--- src/rtl/lic_acc_region_evt_ctrl_if.sv ---
// Bus between the accelerator region (master side) and the event/busy controller (slave side).
// With LIC_ACC_EVT_OVF_EN defined the bus also carries the sticky overflow flags.
interface lic_acc_region_evt_ctrl_if #(
    parameter int NB_CORES    = 2,
    parameter int NB_HWPE     = 4,
    parameter int BUSY_HOLD_W = 4,
    parameter int CORE_SEL_W  = (NB_CORES > 1) ? $clog2(NB_CORES) : 1
);
    logic [NB_HWPE*2-1:0]          acc_evt_i;
    logic [NB_HWPE-1:0]            acc_busy_i;
    logic [NB_HWPE-1:0]            acc_en_i;
    logic [NB_HWPE*CORE_SEL_W-1:0] acc_core_sel_i;
    logic [BUSY_HOLD_W-1:0]        busy_hold_i;
    logic [NB_CORES*2-1:0]         evt_o;
    logic                          busy_o;
    logic [NB_CORES*2-1:0]         evt_pending_o;
`ifdef LIC_ACC_EVT_OVF_EN
    logic [NB_CORES*2-1:0]         evt_ovf_o;

    modport master (
        output acc_evt_i, acc_busy_i, acc_en_i, acc_core_sel_i, busy_hold_i,
        input  evt_o, busy_o, evt_pending_o, evt_ovf_o
    );
    modport slave (
        input  acc_evt_i, acc_busy_i, acc_en_i, acc_core_sel_i, busy_hold_i,
        output evt_o, busy_o, evt_pending_o, evt_ovf_o
    );
`else
    modport master (
        output acc_evt_i, acc_busy_i, acc_en_i, acc_core_sel_i, busy_hold_i,
        input  evt_o, busy_o, evt_pending_o
    );
    modport slave (
        input  acc_evt_i, acc_busy_i, acc_en_i, acc_core_sel_i, busy_hold_i,
        output evt_o, busy_o, evt_pending_o
    );
`endif
endinterface

--- src/rtl/lic_acc_region_evt_ctrl.sv ---
// Event routing, per-core pending queues and busy hold-off for a LIC accelerator region.
// Optional sticky overflow flags are enabled with the macro LIC_ACC_EVT_OVF_EN.
module lic_acc_region_evt_ctrl #(
    parameter int NB_CORES    = 2,
    parameter int NB_HWPE     = 4,
    parameter int EVT_CNT_W   = 4,
    parameter int BUSY_HOLD_W = 4,
    parameter int CORE_SEL_W  = (NB_CORES > 1) ? $clog2(NB_CORES) : 1
) (
    input  logic                        clk,
    input  logic                        rst_n,
    input  logic                        test_mode,
    lic_acc_region_evt_ctrl_if.slave    bus
);

    localparam int NB_CNT = NB_CORES * 2;
    localparam int SUM_W  = EVT_CNT_W + $clog2(NB_HWPE + 1);
    localparam logic [SUM_W-1:0] CNT_MAX = SUM_W'((1 << EVT_CNT_W) - 1);

    logic [EVT_CNT_W-1:0]   cnt_q [NB_CNT];
    logic [EVT_CNT_W-1:0]   cnt_d [NB_CNT];
    logic [SUM_W-1:0]       inc   [NB_CNT];
    logic [SUM_W-1:0]       sum   [NB_CNT];
    logic [NB_CNT-1:0]      sat;
    logic [NB_CNT-1:0]      evt_q;
    logic [NB_CNT-1:0]      pending;
    logic [BUSY_HOLD_W-1:0] hold_q;
    logic [BUSY_HOLD_W-1:0] hold_d;
    logic                   busy_q;
    logic                   busy_d;
    logic                   agg_busy;

    // Routing: a select value matching no core drops the event.
    always_comb begin
        // NOTE: every combinational output gets a default first so no path leaves it unassigned (no latch).
        for (int i = 0; i < NB_CNT; i++) inc[i] = '0;
        for (int a = 0; a < NB_HWPE; a++) begin
            for (int l = 0; l < 2; l++) begin
                if (bus.acc_en_i[a] && bus.acc_evt_i[2*a+l]) begin
                    for (int c = 0; c < NB_CORES; c++) begin
                        if (bus.acc_core_sel_i[a*CORE_SEL_W +: CORE_SEL_W] == CORE_SEL_W'(c))
                            inc[2*c+l] = inc[2*c+l] + SUM_W'(1);
                    end
                end
            end
        end
    end

    always_comb begin
        for (int i = 0; i < NB_CNT; i++) begin
            pending[i] = (cnt_q[i] != '0);
            sum[i]     = SUM_W'(cnt_q[i]) + inc[i] - SUM_W'(pending[i]);
            sat[i]     = (sum[i] > CNT_MAX);
            cnt_d[i]   = sat[i] ? CNT_MAX[EVT_CNT_W-1:0] : sum[i][EVT_CNT_W-1:0];
        end
    end

    always_ff @(posedge clk or negedge rst_n) begin
        if (!rst_n) begin
            // NOTE: the counter array is reset explicitly; a reset mid-replay must discard every queued event.
            for (int i = 0; i < NB_CNT; i++) cnt_q[i] <= '0;
            evt_q <= '0;
        end else begin
            // NOTE: state uses non-blocking assignments so all registers update from the same pre-edge values.
            for (int i = 0; i < NB_CNT; i++) cnt_q[i] <= cnt_d[i];
            evt_q <= pending;
        end
    end

    // Busy stays asserted for busy_hold_i cycles after the aggregate falls.
    assign agg_busy = |(bus.acc_busy_i & bus.acc_en_i);

    always_comb begin
        hold_d = hold_q;
        if (agg_busy)
            hold_d = bus.busy_hold_i;
        else if (hold_q != '0)
            hold_d = hold_q - BUSY_HOLD_W'(1);
        busy_d = agg_busy || (hold_q != '0);
    end

    always_ff @(posedge clk or negedge rst_n) begin
        if (!rst_n) begin
            hold_q <= '0;
            busy_q <= 1'b0;
        end else begin
            hold_q <= hold_d;
            busy_q <= busy_d;
        end
    end

`ifdef LIC_ACC_EVT_OVF_EN
    logic [NB_CNT-1:0] ovf_q;

    always_ff @(posedge clk or negedge rst_n) begin
        if (!rst_n) ovf_q <= '0;
        else        ovf_q <= ovf_q | sat;
    end

    assign bus.evt_ovf_o = ovf_q;
`endif

    assign bus.evt_o         = evt_q;
    assign bus.evt_pending_o = pending;
    assign bus.busy_o        = busy_q | test_mode;

endmodule

--- src/flat_wrapper.sv ---
// flat-port wrapper written by rule: the top's interface ports become plain ports
module lic_acc_region_evt_ctrl_flat 
#(
    parameter int NB_CORES    = 2,
    parameter int NB_HWPE     = 4,
    parameter int EVT_CNT_W   = 4,
    parameter int BUSY_HOLD_W = 4,
    parameter int CORE_SEL_W  = (NB_CORES > 1) ? $clog2(NB_CORES) : 1
)
  (clk, rst_n, test_mode, bus_acc_evt_i, bus_acc_busy_i, bus_acc_en_i, bus_acc_core_sel_i, bus_busy_hold_i, bus_evt_o, bus_busy_o, bus_evt_pending_o);
  lic_acc_region_evt_ctrl_if #(.NB_CORES(NB_CORES), .NB_HWPE(NB_HWPE), .BUSY_HOLD_W(BUSY_HOLD_W), .CORE_SEL_W(CORE_SEL_W)) bus_i ();
  input  logic clk;
  input  logic rst_n;
  input  logic test_mode;
  input wire logic [$bits(bus_i.acc_evt_i)-1:0] bus_acc_evt_i;
  input wire logic [$bits(bus_i.acc_busy_i)-1:0] bus_acc_busy_i;
  input wire logic [$bits(bus_i.acc_en_i)-1:0] bus_acc_en_i;
  input wire logic [$bits(bus_i.acc_core_sel_i)-1:0] bus_acc_core_sel_i;
  input wire logic [$bits(bus_i.busy_hold_i)-1:0] bus_busy_hold_i;
  output wire logic [$bits(bus_i.evt_o)-1:0] bus_evt_o;
  output wire logic [$bits(bus_i.busy_o)-1:0] bus_busy_o;
  output wire logic [$bits(bus_i.evt_pending_o)-1:0] bus_evt_pending_o;
  assign bus_i.acc_evt_i = bus_acc_evt_i;
  assign bus_i.acc_busy_i = bus_acc_busy_i;
  assign bus_i.acc_en_i = bus_acc_en_i;
  assign bus_i.acc_core_sel_i = bus_acc_core_sel_i;
  assign bus_i.busy_hold_i = bus_busy_hold_i;
  assign bus_evt_o = bus_i.evt_o;
  assign bus_busy_o = bus_i.busy_o;
  assign bus_evt_pending_o = bus_i.evt_pending_o;
  lic_acc_region_evt_ctrl #(.NB_CORES(NB_CORES), .NB_HWPE(NB_HWPE), .EVT_CNT_W(EVT_CNT_W), .BUSY_HOLD_W(BUSY_HOLD_W), .CORE_SEL_W(CORE_SEL_W)) u_core (.clk(clk), .rst_n(rst_n), .test_mode(test_mode), .bus(bus_i));
endmodule
--- config.mk ---
export PLATFORM = sky130hd
export DESIGN_NAME = lic_acc_region_evt_ctrl_flat
export DESIGN_NICKNAME = d
export VERILOG_FILES = /design/src/rtl/lic_acc_region_evt_ctrl_if.sv /design/src/rtl/lic_acc_region_evt_ctrl.sv /design/src/flat_wrapper.sv
export SDC_FILE = /design/constraint.sdc
export NUM_CORES = 1
export LEC_CHECK = 0
export BUFFER_PORTS_ARGS = -buffer_cell sky130_fd_sc_hd__buf_2
export CAP_MARGIN = 10
export CORE_MARGIN = 1
export CORE_UTILIZATION = 47
export DETAILED_ROUTE_END_ITERATION = 16
export GPL_ROUTABILITY_DRIVEN = 0
export GPL_TIMING_DRIVEN = 1
export PLACE_DENSITY = 0.79
export SYNTH_ARGS = -nofsm -noshare
export SYNTH_HDL_FRONTEND = slang
export SYNTH_SLANG_ARGS = --single-unit
export TNS_END_PERCENT = 50
--- constraint.sdc ---
create_clock -name clk -period 3.1 [get_ports clk]
set_clock_uncertainty 0.2 [all_clocks]
set_input_delay 0.31 -clock clk [delete_from_list [all_inputs] [get_ports clk]]
set_output_delay 0.31 -clock clk [all_outputs]
set_load 0.05 [all_outputs]
==> flow_summary.html <==
<table>
<tr><th>Metric</th><th>Value</th></tr>
<tr><th colspan="2">Logic synthesis</th></tr>
<tr><td>Post-synthesis average cell area</td><td>8.80 sq um</td></tr>
<tr><td>Instance count of the mapped netlist</td><td>a little under 300</td></tr>
<tr><td>Top cell type's share of synthesized area</td><td>0.244</td></tr>
<tr><td>Top cells by area, synth</td><td>sky130_fd_sc_hd__dfrtp_1 (24%), sky130_fd_sc_hd__ha_1 (22%), sky130_fd_sc_hd__inv_1 (8.0%)</td></tr>
<tr><td>Compound-gate portion of the synthesized area</td><td>0.125</td></tr>
<tr><td>Synth async-reset ratio</td><td>1.00</td></tr>
<tr><td>Number of flops mapped to enable cells by yosys</td><td>0</td></tr>
<tr><td>Post-synth design cell area</td><td>about 2600 sq um</td></tr>
<tr><td>Primary flip-flop cell chosen by synthesis mapping</td><td>sky130_fd_sc_hd__dfrtp_1</td></tr>
<tr><td>XOR/XNOR Fraction of Synth Area</td><td>0.0477</td></tr>
<tr><td>Synthesized-area fraction occupied by adder cells</td><td>0.255</td></tr>
<tr><td>Yosys warns</td><td>0</td></tr>
<tr><td>Flops &amp; latches, synth</td><td>25</td></tr>
<tr><td>Share of synthesized area occupied by flip-flops and latches</td><td>0.244</td></tr>
<tr><td>Main combinational cell family by area after synthesis</td><td>adder cells</td></tr>
<tr><td>Leading area contributor after synthesis</td><td>sky130_fd_sc_hd__dfrtp_1</td></tr>
<tr><td>Post-synthesis net count</td><td>~370</td></tr>
<tr><td>Library cells used by synthesis</td><td>37</td></tr>
<tr><td>Synthesized-area fraction occupied by and/or/nand/nor cells</td><td>0.196</td></tr>
<tr><td>Fraction of synthesized area in multiplexers</td><td>0.0477</td></tr>
<tr><th colspan="2">Worst setup path</th></tr>
<tr><td>Reg-to-reg setup timing slack</td><td>approximately 0.53 ns</td></tr>
<tr><td>Required time at the endpoint of the critical path</td><td>3.09 ns</td></tr>
<tr><td>Number of buffer and inverter instances along the worst setup path</td><td>2</td></tr>
<tr><td>Start-to-end type of the worst setup path</td><td>in2reg</td></tr>
<tr><td>Gate family responsible for the most delay along the worst path</td><td>adder cells</td></tr>
<tr><td>Arr. time, crit path</td><td>3.46 ns</td></tr>
<tr><td>Stages on worst setup path</td><td>15</td></tr>
<tr><td>Worst Reg2Reg Path Length in Cells</td><td>11</td></tr>
<tr><td>Type of element capturing the critical path</td><td>register</td></tr>
<tr><td>Critical-path cell list</td><td>buf_8 -&gt; and3b_2 -&gt; ha_4 -&gt; mux2_4 -&gt; ha_4 -&gt; mux2_4 -&gt; ha_4 -&gt; mux2i_1 -&gt; ha_1 -&gt; inv_1 -&gt; ha_1 -&gt; a21o_1 -&gt; a21oi_2 -&gt; and3b_2 -&gt; o21bai_1</td></tr>
<tr><td>Critical-path maximum fanout</td><td>6</td></tr>
<tr><td>Worst setup SP type</td><td>input port</td></tr>
<tr><td>CP max stage cell</td><td>sky130_fd_sc_hd__ha_1</td></tr>
<tr><td>Worst path most repeated cell</td><td>sky130_fd_sc_hd__ha_4</td></tr>
<tr><td>Stage delay of the slowest cell on the critical path</td><td>0.36 ns</td></tr>
<tr><th colspan="2">STA</th></tr>
<tr><td>Setup repair after global routing missed its margin</td><td>yes</td></tr>
<tr><td>Slew at the pin with the worst max-slew slack</td><td>around 0.58 ns</td></tr>
<tr><td>Tightest slew margin relative to the limit</td><td>0.610</td></tr>
<tr><td>Setup slack after layout</td><td>-0.366 ns</td></tr>
<tr><td>Max Transition Viols Final</td><td>0</td></tr>
<tr><td>Ratio of final minimum period to clock period</td><td>1.12</td></tr>
<tr><td>Highest clock frequency the design can meet</td><td>between 200 and 300 MHz</td></tr>
<tr><td>Final Hold Fails</td><td>0</td></tr>
<tr><td>Clock period minus worst slack</td><td>around 3.5 ns</td></tr>
<tr><td>Number of endpoints failing setup at the final stage</td><td>16</td></tr>
<tr><th colspan="2">Power</th></tr>
<tr><td>Leakage component of the power</td><td>about 1.8 nW</td></tr>
<tr><td>Cell area power density</td><td>approximately 630 nW/um^2</td></tr>
<tr><td>Overall power of the completed layout</td><td>about 2.2 mW</td></tr>
<tr><td>Worst vdd ir</td><td>0.417 mV</td></tr>
<tr><th colspan="2">Routing</th></tr>
<tr><td>Via Count</td><td>2,279</td></tr>
<tr><td>Routed via count divided by cell count</td><td>approximately 5</td></tr>
<tr><td>1st-pass router iterations</td><td>4</td></tr>
<tr><td>Post-Route WL</td><td>5.90 mm</td></tr>
<tr><td>Count of nets left with antenna violations after detail routing</td><td>0</td></tr>
<tr><td>Average wire per standard cell</td><td>between 10 and 15 um</td></tr>
<tr><td>Initial drt markers</td><td>48</td></tr>
<tr><td>DRC violation count after routing</td><td>0</td></tr>
<tr><th colspan="2">Clock tree</th></tr>
<tr><td>CTS tree</td><td>yes</td></tr>
<tr><td>CTS buffer count</td><td>3</td></tr>
<tr><td>Clock transition at the registers of the reported paths</td><td>approximately 0.090 ns</td></tr>
<tr><td>Clk Latency, worst-skew pair</td><td>roughly 0.27 ns</td></tr>
<tr><td>Number of levels the H-tree was split into</td><td>1</td></tr>
<tr><td>Clk sink count</td><td>25</td></tr>
<tr><td>Clock root buffer</td><td>sky130_fd_sc_hd__clkbuf_8</td></tr>
<tr><td>Buffer levels on the longest clock path</td><td>2</td></tr>
<tr><th colspan="2">Final layout</th></tr>
<tr><td>Antenna diodes</td><td>0</td></tr>
<tr><td>Most common library cell in the layout ignoring fill and taps</td><td>sky130_fd_sc_hd__inv_1</td></tr>
<tr><td>Post-layout nets</td><td>456</td></tr>
<tr><td>Footprint of the multi-input gates</td><td>2010 sq um</td></tr>
<tr><td>Syn-to-layout area delta</td><td>38.2%</td></tr>
<tr><td>Number of fill cells in the layout</td><td>approximately 390</td></tr>
<tr><td>Commonest cells after routing, fill and taps aside</td><td>sky130_fd_sc_hd__inv_1 (52), sky130_fd_sc_hd__buf_4 (47), sky130_fd_sc_hd__ha_1 (33)</td></tr>
<tr><td>Fraction of layout cells with a size suffix above 1</td><td>0.394</td></tr>
<tr><td>Seq. cell area</td><td>around 630 sq um</td></tr>
<tr><td>Final std cells w/o fill</td><td>448</td></tr>
<tr><th colspan="2">Die</th></tr>
<tr><td>Num rows</td><td>26</td></tr>
<tr><td>Initial core utilization</td><td>0.497</td></tr>
<tr><td>Die Span X</td><td>75.9 um</td></tr>
<tr><td>Overall die height</td><td>75.9 um</td></tr>
<tr><td>Number of primary I/O pins</td><td>36</td></tr>
<tr><td>Area of the core region</td><td>approximately 5200 sq um</td></tr>
<tr><td>Die outline area</td><td>approximately 5800 sq um</td></tr>
<tr><th colspan="2">Worst hold path</th></tr>
<tr><td>Hold path cells</td><td>3</td></tr>
<tr><td>Hold/Removal Path Class</td><td>in2reg</td></tr>
<tr><th colspan="2">Global route</th></tr>
<tr><td>Grt total ovfl</td><td>0</td></tr>
<tr><td>Initial antenna violation count</td><td>0</td></tr>
<tr><td>Wire length of the first global-routing pass</td><td>9.82 mm</td></tr>
<tr><td>GR Util All Layers</td><td>0.211</td></tr>
<tr><td>Largest net degree at the start of global routing</td><td>26</td></tr>
<tr><td>Via count of the first global-routing pass</td><td>roughly 2,300</td></tr>
<tr><th colspan="2">Placed design</th></tr>
<tr><td>Dpl hpwl</td><td>4.81 mm</td></tr>
<tr><td>DP Cell Count</td><td>439</td></tr>
<tr><td>Count of input and output buffers</td><td>35</td></tr>
<tr><th colspan="2">Run</th></tr>
<tr><td># Max-Cap Violations</td><td>0</td></tr>
<tr><th colspan="2">Status</th></tr>
<tr><td>Status</td><td>complete, but fails checks</td></tr>
<tr><td>Violated checks</td><td>negative setup slack</td></tr>
</table>
-- final timing paths --
check / start / endpoint
worst max-delay path: bus_acc_core_sel_i[0] / u_core.cnt_q[12]
worst min-delay path: bus_busy_hold_i[0] / u_core.hold_q[0]
worst max register to register: u_core.cnt_q[13] / u_core.cnt_q[14]
worst min register to register: u_core.cnt_q[8] / u_core.bus.evt_o[1]
max in group asynchronous: rst_n / u_core.cnt_q[11]
min in group asynchronous: rst_n / u_core.cnt_q[7]
-- stage by stage --
stage / cell area [sq um] / setup TNS, ns / utilization / hold slack [ns] / setup WS, ns
after floorplan: 2730 / -4.25 / - / -0.186 / -0.328
after global placement: 3320 / -8.68 / 0.642 / 0.140 / -0.627
after detailed placement: 3320 / -9.86 / 0.642 / 0.143 / -0.723
after CTS: 3500 / -3.20 / 0.678 / 0.0479 / -0.297
after global routing: 3550 / -4.99 / 0.687 / 0.0673 / -0.425
final: 3550 / -3.44 / 0.687 / 0.0393 / -0.366
-- kinds of logic after synthesis --
| kind of cell | Yosys count |
|---|---|
| AOI/OAI and AO/OA | 49 |
| xor gates and xnor gates | 14 |
| adders and majority gates | 50 |
| buffers and inverters | 56 |
| DFF | 25 |
| muxes | 11 |
| and+or+nand+nor | 87 |
-- final cells by class --
| cell class | count | share of cell area |
|---|---|---|
| timing repair buffer | 83 | 0.163 |
| multi-input combinational | 211 | 0.565 |
| inverter | 55 | 0.0581 |
| sequential | 25 | 0.176 |
| tap | 70 | 0.0247 |
| clock buffer | 4 | 0.0127 |
-- per-layer routing --
| layer | part of all wire | GRT usage |
|---|---|---|
| met1 | 0.48 | 0.269 |
| met2 | 0.47 | 0.365 |
| met3 | 0.033 | 0.0229 |
| met4 | 0.019 | 0.0827 |
| met5 | 0 | 0 |
-- tightest hold or removal path, delay by kind of cell --
family                 cells  cell delay (ns)
and+or+nand+nor            1             0.03
buffers and inverters      1             0.07
AOI/OAI and AO/OA          1             0.06
-- synth_stat cells (6+ instances only) --
cell	n
sky130_fd_sc_hd__nand4_1	9
sky130_fd_sc_hd__nand2_1	22
sky130_fd_sc_hd__inv_1	55
sky130_fd_sc_hd__nor2_1	6
sky130_fd_sc_hd__nor2b_1	8
sky130_fd_sc_hd__nand3_1	7
sky130_fd_sc_hd__o21ai_0	16
sky130_fd_sc_hd__xor2_1	6
sky130_fd_sc_hd__o21a_1	8
sky130_fd_sc_hd__and3_1	6
sky130_fd_sc_hd__ha_1	46
sky130_fd_sc_hd__dfrtp_1	25
sky130_fd_sc_hd__and3b_1	7
sky130_fd_sc_hd__xnor2_1	8
sky130_fd_sc_hd__mux2_2	6
-- power by group --
group | leakage, nW | internal (mW) | switching [mW]
clock network | 0.0228 | 0.0922 | 0.106
logic | 1.56 | 0.823 | 0.765
registers | 0.255 | 0.425 | 0.0254
total | 1.84 | 1.34 | 0.896
-- repair_timing --
item / 4_1_cts / 5_1_grt
endpoints found under the setup margin: 16 / 16
pin swaps: 25 / 7
resized for setup: 34 / 9
hold buffers: 1 / 0
buffers inserted: 2 / 2
endpoints found under the hold margin: 25 / 0
-- registers in the layout (all words and copies together), names as in the netlist --
register          cells
u_core.cnt_q         16
u_core.hold_q         4
u_core.busy_q         1
u_core.bus.evt_o      4
Power figures use the tool's default switching activity.
